--- src/rtl/lcd_frame_reader.sv ---
// LCD scan-out timing plus frame-buffer unpacking into 10-bit RGB; outputs lag the counters by 2 clocks.
// No backpressure: reads are strobed blindly while active, an empty FIFO yields black pixels and a sticky underflow.
module lcd_frame_reader #(
    parameter int H_SYNC   = 30,
    parameter int H_BP     = 46,
    parameter int H_ACTIVE = 800,
    parameter int H_FP     = 16,
    parameter int V_SYNC   = 3,
    parameter int V_BP     = 23,
    parameter int V_ACTIVE = 480,
    parameter int V_FP     = 7
) (
    input  logic        iClk,
    input  logic        iRst_n,
    input  logic        iEnable,
    input  logic [15:0] iRd1_data,
    input  logic [15:0] iRd2_data,
    input  logic        iRd_empty,
    input  logic        iClrUnderflow,
    output logic        oRd_req,
    output logic [9:0]  oLCD_R,
    output logic [9:0]  oLCD_G,
    output logic [9:0]  oLCD_B,
    output logic        oLCD_HS,
    output logic        oLCD_VS,
    output logic        oLCD_DE,
    output logic [15:0] oX_Cont,
    output logic [15:0] oY_Cont,
    output logic        oFrameStart,
    output logic        oUnderflow
);

    localparam logic [15:0] H_LAST  = 16'(H_SYNC + H_BP + H_ACTIVE + H_FP - 1);
    localparam logic [15:0] V_LAST  = 16'(V_SYNC + V_BP + V_ACTIVE + V_FP - 1);
    localparam logic [15:0] H_SYNC_E = 16'(H_SYNC);
    localparam logic [15:0] V_SYNC_E = 16'(V_SYNC);
    localparam logic [15:0] H_ACT_S = 16'(H_SYNC + H_BP);
    localparam logic [15:0] H_ACT_E = 16'(H_SYNC + H_BP + H_ACTIVE);
    localparam logic [15:0] V_ACT_S = 16'(V_SYNC + V_BP);
    localparam logic [15:0] V_ACT_E = 16'(V_SYNC + V_BP + V_ACTIVE);

    typedef enum logic [1:0] {IDLE, PRIME, RUN} state_t;

    state_t      state, state_nxt;
    logic [15:0] hc, vc;
    logic        frame_wrap, active;

    logic        s1_req, s1_uf, s1_hs, s1_vs, s1_fs;
    logic [15:0] s1_x, s1_y;
    logic        pix_ok;
    logic        unused_msb;

    always_ff @(posedge iClk or negedge iRst_n) begin
        if (!iRst_n) begin
            hc <= '0;
            vc <= '0;
        end else if (hc == H_LAST) begin
            hc <= '0;
            vc <= (vc == V_LAST) ? 16'd0 : vc + 16'd1;
        end else begin
            hc <= hc + 16'd1;
        end
    end

    assign frame_wrap = (hc == H_LAST) && (vc == V_LAST);
    assign active     = (hc >= H_ACT_S) && (hc < H_ACT_E) && (vc >= V_ACT_S) && (vc < V_ACT_E);

    always_ff @(posedge iClk or negedge iRst_n) begin
        if (!iRst_n) state <= IDLE;
        else         state <= state_nxt;
    end

    // Mode changes only at the frame wrap so a frame is never cut short.
    always_comb begin
        state_nxt = state;
        case (state)
            IDLE:    if (frame_wrap && iEnable) state_nxt = PRIME;
            PRIME:   if (frame_wrap) begin
                         if (!iEnable)        state_nxt = IDLE;
                         else if (!iRd_empty) state_nxt = RUN;
                     end
            RUN:     if (frame_wrap && !iEnable) state_nxt = IDLE;
            default: state_nxt = IDLE;
        endcase
    end

    assign oRd_req = (state == RUN) && active;

    // Stage 1 covers the FIFO read latency; pixel data arrives during this stage.
    always_ff @(posedge iClk or negedge iRst_n) begin
        if (!iRst_n) begin
            s1_req <= 1'b0;
            s1_uf  <= 1'b0;
            s1_hs  <= 1'b1;
            s1_vs  <= 1'b1;
            s1_fs  <= 1'b0;
            s1_x   <= '0;
            s1_y   <= '0;
        end else begin
            s1_req <= oRd_req;
            s1_uf  <= oRd_req && iRd_empty;
            s1_hs  <= !(hc < H_SYNC_E);
            s1_vs  <= !(vc < V_SYNC_E);
            s1_fs  <= oRd_req && (hc == H_ACT_S) && (vc == V_ACT_S);
            s1_x   <= oRd_req ? hc - H_ACT_S : 16'd0;
            s1_y   <= oRd_req ? vc - V_ACT_S : 16'd0;
        end
    end

    assign pix_ok     = s1_req && !s1_uf;
    assign unused_msb = iRd1_data[15] ^ iRd2_data[15];

    always_ff @(posedge iClk or negedge iRst_n) begin
        if (!iRst_n) begin
            oLCD_R      <= '0;
            oLCD_G      <= '0;
            oLCD_B      <= '0;
            oLCD_HS     <= 1'b1;
            oLCD_VS     <= 1'b1;
            oLCD_DE     <= 1'b0;
            oX_Cont     <= '0;
            oY_Cont     <= '0;
            oFrameStart <= 1'b0;
            oUnderflow  <= 1'b0;
        end else begin
            oLCD_R      <= pix_ok ? iRd2_data[9:0] : 10'd0;
            oLCD_G      <= pix_ok ? {iRd1_data[14:10], iRd2_data[14:10]} : 10'd0;
            oLCD_B      <= pix_ok ? iRd1_data[9:0] : 10'd0;
            oLCD_HS     <= s1_hs;
            oLCD_VS     <= s1_vs;
            oLCD_DE     <= s1_req;
            oX_Cont     <= s1_x;
            oY_Cont     <= s1_y;
            oFrameStart <= s1_fs;
            // A fresh underflow outranks a simultaneous clear.
            if (s1_uf)              oUnderflow <= 1'b1;
            else if (iClrUnderflow) oUnderflow <= 1'b0;
        end
    end

endmodule

--- config.mk ---
export PLATFORM = sky130hd
export DESIGN_NAME = lcd_frame_reader
export DESIGN_NICKNAME = d
export VERILOG_FILES = /design/src/rtl/lcd_frame_reader.sv
export SDC_FILE = /design/constraint.sdc
export NUM_CORES = 1
export LEC_CHECK = 0
export ABC_AREA = 1
export BUFFER_PORTS_ARGS = -buffer_cell sky130_fd_sc_hd__clkbuf_2
export CAP_MARGIN = 15
export CORE_UTILIZATION = 47
export DETAILED_ROUTE_END_ITERATION = 12
export GPL_ROUTABILITY_DRIVEN = 1
export PLACE_DENSITY = 0.71
export SETUP_SLACK_MARGIN = 0.02
export SLEW_MARGIN = 20
export SYNTH_ARGS = -nofsm -noshare
export SYNTH_HDL_FRONTEND = slang
export SYNTH_SLANG_ARGS = --single-unit
--- constraint.sdc ---
create_clock -name iClk -period 2.9 [get_ports iClk]
set_clock_uncertainty 0.1 [all_clocks]
set_input_delay 0.145 -clock iClk [delete_from_list [all_inputs] [get_ports iClk]]
set_output_delay 0.145 -clock iClk [all_outputs]
set_load 0.05 [all_outputs]
==> qor.yml, run 1 <==
die_w_um: 111.7
switchingPower_mw: 0.9308
clockBufferDepth: 2
yosysTopAreaCellShare_pct: 59.28
cpPeakStageDelay_ps: 450
first_pass_iters: 9
r2r_slack_ps: 590
rows: 39
p_int_mw: 3.313
core_area_um2: 11560
p_sw_share_pct: 21.94
crit_family: "simple AND/OR/NAND/NOR gates"
synthAdderAreaFrac_pct: 1.991
period_minus_slack_ps: 2716
critPathLaunchType: "register"
insertion_delay_ps: 410
yosys.area_share.simple_pct: 21.59
critical_path.slowest_cell: "dfrtp_1"
antenna_found_initial: 0
failed_checks: "DRC"
cp.required_ps: 2650
combPwrFrac_pct: 4.7
grt_max_degree: 58
drt_iter0_drc: 499
hold_ws_ps: 196.7
power_density_nw_per_um2: 587.7
ys_seq_area_share_pct: 61.14
max_freq_mhz: 368.2
yosys-top-cells-area: "dfrtp_1, nor2_1, inv_1"
final_cells: 887
port_buffers: 102
areaGrowthSynthToFinish_pct: 27.65
cts-htree-levels: 4
slew_headroom_pct: 34.84
synth_compound_area_share_pct: 3.362
crit_top_cell: "nand2_1"
netlist_instances: 586
synth_top_area_cell: "dfrtp_1"
grt_usage_pct: 20.86
dr_total_vias: 4330
wire_per_inst_um: 13.87
drv_cap: 0
clockRootBuffer: "clkbuf_16"
grt_pass1_wl_um: 20070
initial_core_util_pct: 48.91
synth_ff_type: "dfrtp_1"
yosys-top-cells-count: "dfrtp_1, nor2_1, inv_1, nand2_1"
synth_seq_cells: 138
critPathCaptureType: "output port"
diodes: 0
netlist_area_um2: 5657
final_nets: 778
cp.arrival_ps: 2470
muxShareOfSynthArea_pct: 0
viasPerCell: 4.882
ant_nets: 0
regToRegStartpoint: "hc[2]"
synth_edf_count: 0
vdd_drop_max_uv: 318.9
min_period_over_period_pct: 93.64
path_cells: "ha_1 -> nor2_1 -> nand2_1 -> nand2_1 -> nand2_1 -> nor2_1 -> a21oi_2 -> nand2_2 -> inv_1 -> clkbuf_2"
synth_top_family_by_area: "simple AND/OR/NAND/NOR gates"
rsz0062_at_grt: "no"
cp_max_fo: 17
cts_tree: "built"
regToRegEndpoint: "s1_x[13]"
fin_ws_ps: 184.3
clock_sinks: 138
drive_gt1_share_pct: 22.85
clkPwrFrac_pct: 49.3
path_buf_inv: 2
fp.dieH_um: 111.7
ys_types: 35
yosysWarnings: 0
hold_violations: 0
grt_overflow: 0
holdCritPathClass: "primary input to asynchronous set/reset pin"
tightest_slew_ps: 975.1
power_mw: 4.244
crit_type: "register to output port"
synth_xor_area_share_pct: 4.180
p_leak_nw: 4.031
post-place-cells: 822
yosysMostFrequentCell: "dfrtp_1"
finalSetupViolations: 0
cts_inserted_buffers: 17
outcome: "complete, but fails checks"
place_hpwl_um: 8257
drcViolationCount: 19
grt_pass1_vias: 4193
wl_um: 12310
io_pins: 105
r2r_cells: 10
drv_slew: 0
postCtsSetupBuffers: 0
place_congestion: 0.9264
dp_slack_ps: 630.1
path_clk_slew_ps: 60
async_reset_ff_share_pct: 100.0
dieArea_um2: 12480
postSynthAreaPerCell_um2: 9.653
tns_ps: 0
power_frac_seq_pct: 46.0
fillCellCount: 921
## metrics by stage
| step | util [%] | area (µm²) |
|---|---|---|
| after floorplan | - | 5664 |
| final | 62.44 | 7221 |
| after global placement | 54.46 | 6299 |
| after CTS | 62.44 | 7221 |
| after global routing | 62.44 | 7221 |
| after detailed placement | 54.46 | 6299 |
## placed cells by master, fill, tap and decap left out, types with 2 or more instances in the layout
| cell type | Yosys | final |
|---|---|---|
| dfrtp_1 | 134 | 134 |
| nor2_1 | 111 | 111 |
| clkbuf_2 | 1 | 101 |
| inv_1 | 82 | 82 |
| nand2_1 | 82 | 82 |
| dlygate4sd3_1 | 0 | 34 |
| nand3_1 | 26 | 26 |
| xor2_1 | 26 | 26 |
| clkbuf_16 | 0 | 17 |
| nand4_1 | 13 | 13 |
| nor3_1 | 12 | 12 |
| nor2_2 | 11 | 11 |
| a21oi_1 | 10 | 10 |
| o21ai_0 | 9 | 9 |
| o21ai_1 | 9 | 9 |
| ha_1 | 9 | 9 |
| inv_2 | 5 | 5 |
| clkinvlp_4 | 0 | 5 |
| buf_4 | 0 | 5 |
| nand2_2 | 4 | 4 |
| dfstp_2 | 4 | 4 |
| nor3b_1 | 3 | 3 |
| nand3b_1 | 3 | 3 |
| nor2_4 | 3 | 3 |
| nor4_1 | 3 | 3 |
| inv_6 | 0 | 3 |
| conb_1 | 1 | 3 |
| bufinv_16 | 0 | 2 |
| clkinv_2 | 0 | 2 |
## metal layers
metal	GRT usage [%]	share of wire [%]	wire (µm)	vias up
met5	0	0	0	-
met4	7.658	1.5	180	0
met3	5.498	6.7	825	18
met2	33.62	47	5729	188
met1	27.24	45	5571	2031
li1	-	-	-	2093
## worst max path at each step
stage / startpoint / to / slack [ps] / cells past startpoint
2_1_floorplan: hc[2] / s1_req / 930 / 10
6_report: hc[2] / oRd_req / 180 / 10
4_1_cts: hc[2] / oRd_req / 190 / 10
3_5_place_dp: hc[2] / s1_y[0] / 630 / 10
5_1_grt: hc[2] / oRd_req / 30 / 10
3_3_place_gp: hc[2] / s1_x[8] / 660 / 10
## worst reg2reg max path: stages (launching register included)
cell,delay [ps]
dfrtp_1,450
ha_1,270
nor2_1,230
nand2_1,90
nand2_1,100
nand2_1,80
nor2_1,180
a21oi_2,50
nand2_2,250
buf_4,320
nor2_1,70
## state kept, by name, summed over array words and instances, names as in the netlist, 2 cells and up
name,cells
s1_x,16
state,2
hc,16
oLCD_G,10
oX_Cont,16
oY_Cont,16
oLCD_B,10
vc,16
oLCD_R,10
s1_y,16
## power groups by stage
| stage | Clock, mW | Sequential (mW) | Combinational [mW] |
|---|---|---|---|
| finish | 2.09 | 1.95 | 0.200 |
| global route | 2.22 | 1.95 | 0.230 |
| CTS | 2.14 | 1.95 | 0.200 |
| detailed placement | 0 | 1.99 | 0.163 |
| global placement | 0 | 1.99 | 0.150 |
| floorplan | 0 | 1.99 | 0.0675 |
## cell type report
cell class	instances	area, µm²	area share (%)
sequential	138	3458	47.89
tap	143	178.9	2.478
multi-input combinational	347	1772	24.54
inverter	87	326.6	4.523
clock buffer	18	439.2	6.082
timing repair buffer	141	903.4	12.51
clock inverter	13	142.6	1.975
## cell families after synthesis
kind of cell	after synthesis
AOI/OAI and AO/OA	34
buffers and inverters	103
xor gates and xnor gates	27
DFF	138
adders and majority gates	9
and+or+nand+nor	274
other	1
## repair_timing
| item | CTS | global route |
|---|---|---|
| gates resized for setup | 0 | 0 |
| hold buffers | 34 | 0 |
| endpoints found under the hold margin | 79 | 0 |
Note: power is estimated with default switching activity, not from simulation.
==> run 2: changes to the inputs <==
Settings changed: RECOVER_POWER from default to 100.
==> qor.yml, run 2 (synthesis gave the netlist of run 1 again) <==
outcome: "complete, but fails checks"
failed_checks: "DRC"
wire_per_inst_um: 13.94
grt_usage_pct: 20.86
final_nets: 778
rows: 39
clockBufferDepth: 2
final_cells: 887
holdCritPathClass: "register to register"
crit_family: "simple AND/OR/NAND/NOR gates"
max_freq_mhz: 371.2
post-place-cells: 822
cts_tree: "built"
die_w_um: 111.7
first_pass_iters: 9
cp.arrival_ps: 2450
critPathLaunchType: "register"
ant_nets: 0
fp.dieH_um: 111.7
postCtsSetupBuffers: 0
cp.required_ps: 2650
cp_max_fo: 17
grt_pass1_wl_um: 20070
drv_slew: 0
tns_ps: 0
power_mw: 4.240
final_common_cell: "dfrtp_1"
critPathCaptureType: "output port"
tightest_slew_ps: 1165
crit_top_cell: "nand2_1"
cts_resized: 0
place_congestion: 0.9264
port_buffers: 102
antenna_found_initial: 0
grt_max_degree: 58
period_minus_slack_ps: 2694
drive_gt1_share_pct: 12.37
grt_pass1_vias: 4193
vdd_drop_max_uv: 342.4
hold_violations: 0
areaGrowthSynthToFinish_pct: 24.95
rsz0062_at_grt: "no"
wl_um: 12360
placed_cell_area_um2: 6299
initial_core_util_pct: 48.91
slew_headroom_pct: 22.36
hold_start: "s1_x[15]"
diodes: 0
critical_path.slowest_cell: "dfrtp_1"
final_cell_mix: "dfrtp_1, nor2_1, inv_1, nand2_1, clkbuf_1"
drv_cap: 0
regToRegStartpoint: "hc[2]"
cp-startpoint: "hc[2]"
path_clk_slew_ps: 60
path_buf_inv: 2
dieArea_um2: 12480
dr_total_vias: 4361
min_period_over_period_pct: 92.90
io_pins: 105
drt_iter0_drc: 436
cts-htree-levels: 4
drcViolationCount: 19
cts_inserted_buffers: 17
insertion_delay_ps: 410
cpPeakStageDelay_ps: 440
grt_overflow: 0
crit_type: "register to output port"
p_leak_nw: 3.793
core_area_um2: 11560
clock_sinks: 138
power_density_nw_per_um2: 599.9
viasPerCell: 4.917
fin_area_um2: 7068
clockRootBuffer: "clkbuf_16"
finalSetupViolations: 0
place_hpwl_um: 8257
path_cells: "ha_1 -> nor2_1 -> nand2_1 -> nand2_1 -> nand2_1 -> nor2_1 -> a21oi_2 -> nand2_2 -> inv_1 -> clkbuf_2"
r2r_slack_ps: 410
[run 2: repair_timing]
| item | CTS | global route |
|---|---|---|
| hold endpoints to repair | 79 | 0 |
| endpoints found under the setup margin | 0 | 0 |
| hold buffers | 34 | 0 |
[run 2: final timing paths]
check,end,cells after the start
worst max register to register,vc[8],9
min in group asynchronous,oLCD_R[4],2
worst max-delay path,oRd_req,10
worst min-delay path,oX_Cont[15],0
worst min register to register,oX_Cont[15],0
max in group asynchronous,oX_Cont[2],3
[run 2: layer usage]
metal  part of all wire (%)  vias to the layer above  global-route usage, %  wire length (µm)
li1                       -                     2094                      -                 -
met1                     45                     2060                  27.24              5543
met2                     46                      190                  33.62              5749
met3                    7.1                       17                  5.498               872
met4                    1.6                        0                  7.658               199
met5                      0                        -                      0                 0
[run 2: area by class of cell]
cell class / instances / area, µm²
inverters: 87 / 326.6
clock buffers: 18 / 439.2
multi-input cells: 347 / 1730
fillers: 978 / 4497
flip-flops and latches: 138 / 3458
well taps: 143 / 178.9
repair buffers: 141 / 792.0
clock inverters: 13 / 142.6
[run 2: worst register-to-register path, cell delays in order (launching register included)]
cell and delay [ps]:
dfrtp_1 440, inv_1 80, ha_1 140, nand2_1 50
nand3b_1 170, nor2_1 690, inv_2 310, nor2_1 250
nand2_1 70, a21oi_1 120
[run 2: where the power goes]
part | switching [mW] | internal, mW
clock network | 0.805 | 1.29
logic | 0.119 | 0.0762
registers | 0.00782 | 1.94
total | 0.932 | 3.31
[run 2: per-stage QoR]
| stage | hold WS (ps) | setup WS (ps) | utilization, % |
|---|---|---|---|
| 2_1_floorplan | -250.6 | 926.6 | - |
| 3_3_place_gp | 82.74 | 659.8 | 54.46 |
| 3_5_place_dp | 94.00 | 630.1 | 54.46 |
| 4_1_cts | 197.1 | 190.1 | 62.44 |
| 5_1_grt | 244.0 | 42.59 | 61.12 |
| 6_report | 238.8 | 206.0 | 61.12 |
